[src/rtl/l2_req_ctrl_pkg.sv]
// Shared bus types for the L2 request path: data word, L2 progress state and
// the FSM state encoding (the FSM state register is exported as l2state).
package l2_req_ctrl_pkg;

  typedef logic [31:0] bus_word_t;

  typedef enum logic [1:0] {
    L2_FREE   = 2'd0,
    L2_BUSY   = 2'd1,
    L2_ACCESS = 2'd2,
    L2_ERROR  = 2'd3
  } l2_state_t;

  // The controller FSM walks exactly the states it reports, so one encoding serves both.
  typedef l2_state_t l2_fsm_state_t;

  localparam int unsigned WD_CNT_W = 16;

endpackage

[src/rtl/l2_req_watchdog.sv]
// Stall watchdog for the L2 request FSM: counts memory-busy cycles and flags
// expiry on the cycle the count reaches TIMEOUT. Built only with L2_REQ_TIMEOUT_EN.
module l2_req_watchdog
  import l2_req_ctrl_pkg::*;
#(
  parameter int unsigned TIMEOUT = 256
) (
  input  logic clk,
  input  logic rst,
  input  logic clear,
  input  logic count_en,
  output logic expired
);

  logic [WD_CNT_W-1:0] count;

  // Expiry fires on the busy cycle that would bring the count up to TIMEOUT.
  assign expired = count_en && (count == WD_CNT_W'(TIMEOUT - 1));

  always_ff @(posedge clk) begin
    if (rst || clear || expired) begin
      count <= '0;
    end else if (count_en) begin
      count <= count + WD_CNT_W'(1);
    end
  end

endmodule

[src/rtl/l2_req_ctrl.sv]
// L2 request controller: turns single-word L2 read/write requests into a
// registered strobe/busy memory transfer. Define L2_REQ_TIMEOUT_EN to add the stall watchdog.
module l2_req_ctrl
  import l2_req_ctrl_pkg::*;
#(
  parameter int unsigned TIMEOUT        = 256,
  parameter int          ADDR_ALIGN_CHK = 1
) (
  input  logic      CLK,
  input  logic      RST,
  input  logic      l2REN,
  input  logic      l2WEN,
  input  bus_word_t l2addr,
  input  bus_word_t l2store,
  output l2_state_t l2state,
  output bus_word_t l2load,
  output bus_word_t mem_addr,
  output logic      mem_ren,
  output logic      mem_wen,
  output bus_word_t mem_wdata,
  input  bus_word_t mem_rdata,
  input  logic      mem_busy
);

  if (TIMEOUT < 2 || TIMEOUT > 65535) begin : g_timeout_range
    $error("l2_req_ctrl: TIMEOUT must lie in 2..65535");
  end

  // Memory handshake: a strobe (mem_ren/mem_wen) is held with stable mem_addr and
  // mem_wdata for the whole of BUSY; the transfer completes on the first rising
  // edge where a strobe is high and mem_busy is 0, and the strobe drops at that edge.

  l2_fsm_state_t state_d;
  logic          req_any;
  logic          req_conflict;
  logic          addr_bad;
  logic          start;
  logic          done;
  logic          abort;
  logic          wd_expired;

  assign req_any      = l2REN ^ l2WEN;
  assign req_conflict = l2REN & l2WEN;
  assign addr_bad     = (ADDR_ALIGN_CHK != 0) && (l2addr[1:0] != 2'b00);

`ifdef L2_REQ_TIMEOUT_EN
  l2_req_watchdog #(
    .TIMEOUT (TIMEOUT)
  ) u_watchdog (
    .clk      (CLK),
    .rst      (RST),
    .clear    (start),
    .count_en ((l2state == L2_BUSY) && mem_busy),
    .expired  (wd_expired)
  );
`else
  assign wd_expired = 1'b0;
`endif

  always_comb begin
    state_d = l2state;
    start   = 1'b0;
    done    = 1'b0;
    abort   = 1'b0;
    case (l2state)
      L2_FREE: begin
        if (req_conflict || (req_any && addr_bad)) begin
          state_d = L2_ERROR;
        end else if (req_any) begin
          state_d = L2_BUSY;
          start   = 1'b1;
        end
      end
      L2_BUSY: begin
        if (!mem_busy) begin
          state_d = L2_ACCESS;
          done    = 1'b1;
        end else if (wd_expired) begin
          state_d = L2_ERROR;
          abort   = 1'b1;
        end
      end
      L2_ACCESS: state_d = L2_FREE;
      L2_ERROR:  state_d = L2_FREE;
      default:   state_d = L2_FREE;
    endcase
  end

  always_ff @(posedge CLK) begin
    if (RST) begin
      l2state   <= L2_FREE;
      l2load    <= '0;
      mem_ren   <= 1'b0;
      mem_wen   <= 1'b0;
      mem_addr  <= '0;
      mem_wdata <= '0;
    end else begin
      l2state <= state_d;
      if (start) begin
        mem_addr  <= l2addr;
        mem_wdata <= l2store;
        mem_ren   <= l2REN;
        mem_wen   <= l2WEN;
      end
      if (done || abort) begin
        mem_ren <= 1'b0;
        mem_wen <= 1'b0;
      end
      // The latched read strobe doubles as the transfer direction.
      if (done && mem_ren) begin
        l2load <= mem_rdata;
      end
    end
  end

endmodule

[config.mk]
export PLATFORM = sky130hd
export DESIGN_NAME = l2_req_ctrl
export DESIGN_NICKNAME = d
export VERILOG_FILES = /design/src/rtl/l2_req_ctrl_pkg.sv /design/src/rtl/l2_req_watchdog.sv /design/src/rtl/l2_req_ctrl.sv
export SDC_FILE = /design/constraint.sdc
export NUM_CORES = 1
export LEC_CHECK = 0
export BUFFER_PORTS_ARGS = -buffer_cell sky130_fd_sc_hd__buf_2
export CAP_MARGIN = 20
export CORE_MARGIN = 3
export CORE_UTILIZATION = 46
export CTS_BUF_LIST = sky130_fd_sc_hd__clkbuf_8
export DETAILED_ROUTE_END_ITERATION = 10
export HOLD_SLACK_MARGIN = 0.12
export PLACE_DENSITY = 0.82
export RECOVER_POWER = 50
export SLEW_MARGIN = 20
export SYNTH_ARGS = -nofsm -noshare
export SYNTH_HDL_FRONTEND = slang
export SYNTH_SLANG_ARGS = --single-unit
[constraint.sdc]
create_clock -name CLK -period 1.7 [get_ports CLK]
set_clock_uncertainty 0.05 [all_clocks]
set_input_delay 0.17 -clock CLK [delete_from_list [all_inputs] [get_ports CLK]]
set_output_delay 0.17 -clock CLK [all_outputs]
set_load 0.02 [all_outputs]
After elaboration in Yosys (flattened, before gate mapping)
Cells that the tools add are included.
Word-level totals
  bits in registers: 100
  latch bits: 0
  bits in writable memories: 0
  memory bits (read-only): 0
  bits of input ports: 101
  output and inout port bits: 100
  word-level logic and storage cells: 30
  memories kept: 0
Operators by class
  $add $sub $neg: 0
  $mul: 0
  divide/modulo/power cells: 0
  order comparisons: 0
  equal/unequal tests: 5
  shift-type cells: 0
  mux-type cells: 9
  bitwise gates (word level): 2
  reduce and logical (&&, ||, !) cells: 8
Operators by type and width (number)
  two-way mux 2 bit: 3
  one-hot mux 2 bit (3 select lines): 1
  two-way mux 1 bit: 5
  == test 2 bit (second input constant): 2
  OR reduction 2 bit: 2
  != test 3 bit (second input constant): 1
  == test 2 x 1 -> 1 bit (second input constant): 1
  logical AND 1 bit: 2
  logical NOT 2 bit: 1
  != test 2 bit (second input constant): 1
  AND reduction 2 bit: 1
  nonzero test 2 bit: 1
  AND 1 bit: 1
  logical OR 1 bit: 1
  bitwise XOR 1 bit: 1

Logic depth before layout (Yosys ltp)
  depth in word-level cells: 5
  depth in mapped cells: 7

Least setup slack after synthesis
OpenSTA, ideal clock, no wires.
  kind: register -> register
  start: reg l2state[0]
  end: reg mem_addr[22]
  arrival time: 1338 ps
  data required time: 1518 ps
  setup slack: 179 ps
  stages on the path, launching flop included: 7
  path buffers: 3
  period minus slack after synthesis: 1521 ps
  cell sequence: dfxtp_1 > buf_6 > or3b_4 > buf_6 > buf_6 > o21ai_1 > a21oi_1
On the way
  longest elaborated chain between the ends: 2
RTL lines
  from (decl): RTL line l2_req_ctrl.sv:15  | output l2_state_t l2state,
  from (signal assigned): RTL line l2_req_ctrl.sv:98  | l2state <= state_d;
  logical NOT 2 bit: RTL line l2_req_ctrl.sv:65  | case (l2state)
  two-way mux 1 bit: RTL line l2_req_ctrl.sv:65
  to (signal assigned): RTL line l2_req_ctrl.sv:100  | mem_addr <= l2addr;
  to (decl): RTL line l2_req_ctrl.sv:17  | output bus_word_t mem_addr,
No other way between the ends.
A chain may end at the register's enable or synchronous reset.

Worst setup path in the final report
  start: reg l2state[0]
  end: reg mem_wdata[0]
On the way
  longest elaborated chain between the ends: 2
RTL lines
  logical NOT 2 bit: RTL line l2_req_ctrl.sv:65
  two-way mux 1 bit: RTL line l2_req_ctrl.sv:65
  to (signal assigned): RTL line l2_req_ctrl.sv:101  | mem_wdata <= l2store;
  to (decl): RTL line l2_req_ctrl.sv:20  | output bus_word_t mem_wdata,
No other way between the ends.

==> run metrics <==
cell count after synthesis=458; Leak=2.23 nW; Die Area=9390 sq um; Worst path top cell family by delay=simple AND/OR/NAND/NOR gates; min cycle time layout=1500 ps; total gr overflow=0; Max Freq=668 MHz; Clock Sinks=100; final setup TNS=0 ps; worst setup path end=mem_wdata[0]; DR pass1 iterations=7; Final Wtd Congestion=0.898; Slew headroom=59.8%; synth top area cells=dfxtp_1, a21oi_1, nand3_1; Core ar.=7890 sq um; number of global-route vias before repair=4,427; CP Depth=4; Slew @ Worst Pin=602 ps; commonest cells in the netlist=dfxtp_1, a21oi_1, nand2_1, nand3_1, o21ai_1; worst-path cell chain=or3b_4, buf_12, o21ai_0, a21oi_1; final hold violation count=0; worst path arrival time=1650 ps; initial antenna violation count=1; Num CTS Buffers=9; Detailed Route WL=13,600 um; final core occ=75.6%; ANT nets after route=0; Worst Hold Class=input pin to register; Crit Reg-Reg Startpoint=l2state[0]; Post-synth EDFFs=0; status=complete, no violations; fin area=5970 sq um; FF-to-FF End=mem_wdata[0]; post-DR vias/cell=5.38; clock tree buffer depth=2; first-pass GRT wire length=22,100 um; pre-CTS setup slack=36.8 ps; via count of the routed design=4,540; Post-CTS Setup Bufs=0; hold slack final=161 ps; number of DRC markers in iteration 0=235; Ys Warns=0; count leader, synth=dfxtp_1; Mapped Nets=561; final non-filler cell total=844; worst r2r path cells=4; Setup crit start=l2state[0]; worst skew pair latency=340 ps; Startpoint Class=register; nature of the critical path endpoint=register; Die H=96.9 um; max cap viols=0; Port Buffer Count=200; Unique masters post-synth=25; Area growth syn-to-layout=56.9%; # setup viols final=0; I/O Pins=201; clk slew on worst S/H paths=90 ps; Synth top area share=52.7%; crit path max fanout=34; crit-path max cell delay=420 ps; dpl cells=730; routed len/inst=16.2 um; leading area contributor after synthesis=dfxtp_1; Hold-fix buffers, CTS=97; H-tree levels=3; final worst slack=202 ps; Main synth FF type=dfxtp_1; CTS tree=yes; layout cell share with drive strength beyond 1=18.9%; RSZ-0062 raised after global routing=no; Worst Path Required=1860 ps; GRT Total Usage=28.6%; #FFs+latches synth=100; CTS root buf=clkbuf_8; crit path buf inv count=1; WS Path Type=register to register; Tcrit/Tclk final=88.1%; crit path max-delay cell type=or3b_4; post-cts sizing count=0; overall die width=96.9 um; dpl hpwl=7600 um; # DRC=0; synthesized area per cell=8.30 sq um; Initial Utilization=48.2%; placed standard-cell area=4890 sq um; Nets=839; total power=4.99 mW; Worst VDD drop=0.522 mV; Pins Over Slew Limit=0; R2R setup slack=200 ps; Post-Synthesis Cell Area=3800 sq um; sequential fraction of the synthesis area=52.7%; Power Density=836 nW/um^2; largest net degree at the start of global routing=66; num rows=32; fraction of registers with async set/reset=0%
[flip-flops by register name, indices dropped and copies added (netlist names)]
register and count:
mem_ren 1, l2state 2, mem_wdata 32, l2load 32, mem_addr 32, mem_wen 1
[worst reg2reg max path, cell delays in order, from the launching register on]
cell and delay (ps):
dfxtp_1 370, or3b_4 420, buf_12 190, o21ai_0 230, a21oi_1 100
[metal layers]
layer	share of wire (%)	GRT usage, %	routed length [um]	vias to the layer above
li1	-	-	-	2141
met1	38	32.7	5140	2122
met2	51	49.7	7000	230
met3	6.9	6.71	937	47
met4	4.1	14.3	561	0
met5	0	0	0	-
[cell type report]
cell class | instances | area [sq um]
diodes | 1 | 2.50
clock buffers | 10 | 138
clock inverters | 6 | 87.6
fillers | 586 | 1920
inverters | 2 | 7.51
multi-input cells | 309 | 1540
flip-flops and latches | 100 | 2000
well taps | 102 | 128
repair buffers | 314 | 2060
[cell usage in the layout, fill, tap and decap left out, types with 2 or more instances in the layout]
cell type      instances
bufinv_16              2
clkbuf_8              10
dfxtp_1              100
inv_1                  2
clkbuf_1              99
clkinv_4               2
dlygate4sd3_1         97
a21oi_1               97
nand2_1               64
buf_2                101
buf_12                 7
o21ai_1               49
clkinv_2               2
ha_1                   2
nand3_1               64
buf_4                  9
nor3b_1                3
o21ai_0               16
nor2_1                 4
[worst min path at each step]
stage / from / to / slack (ps) / depth (start not counted)
floorplan: mem_rdata[12] / l2load[12] / 260 / 2
global placement: mem_rdata[27] / l2load[27] / 360 / 3
detailed placement: mem_rdata[15] / l2load[15] / 370 / 3
CTS: mem_busy / l2state[0] / 130 / 3
global route: mem_busy / l2state[1] / 150 / 3
finish: mem_busy / l2state[1] / 160 / 3
[cells by family (layout without fill, tap and decap cells)]
kind of cell | count (synthesis) | count (layout) | share of synthesized area (%)
AOI/OAI and AO/OA | 164 | 164 | 21.8
adders and majority gates | 2 | 2 | 0.658
buffers and inverters | 49 | 332 | 7.18
DFF | 100 | 100 | 52.7
other | 0 | 1 | 0
and+or+nand+nor | 143 | 143 | 17.7
[where the power goes]
part	leakage, nW	switching (mW)	internal (mW)	total (mW)
logic	1.30	0.489	0.414	0.903
clock network	0.116	0.788	0.870	1.66
registers	0.808	0.0320	2.39	2.43
Note: power is estimated with default switching activity, not from simulation.
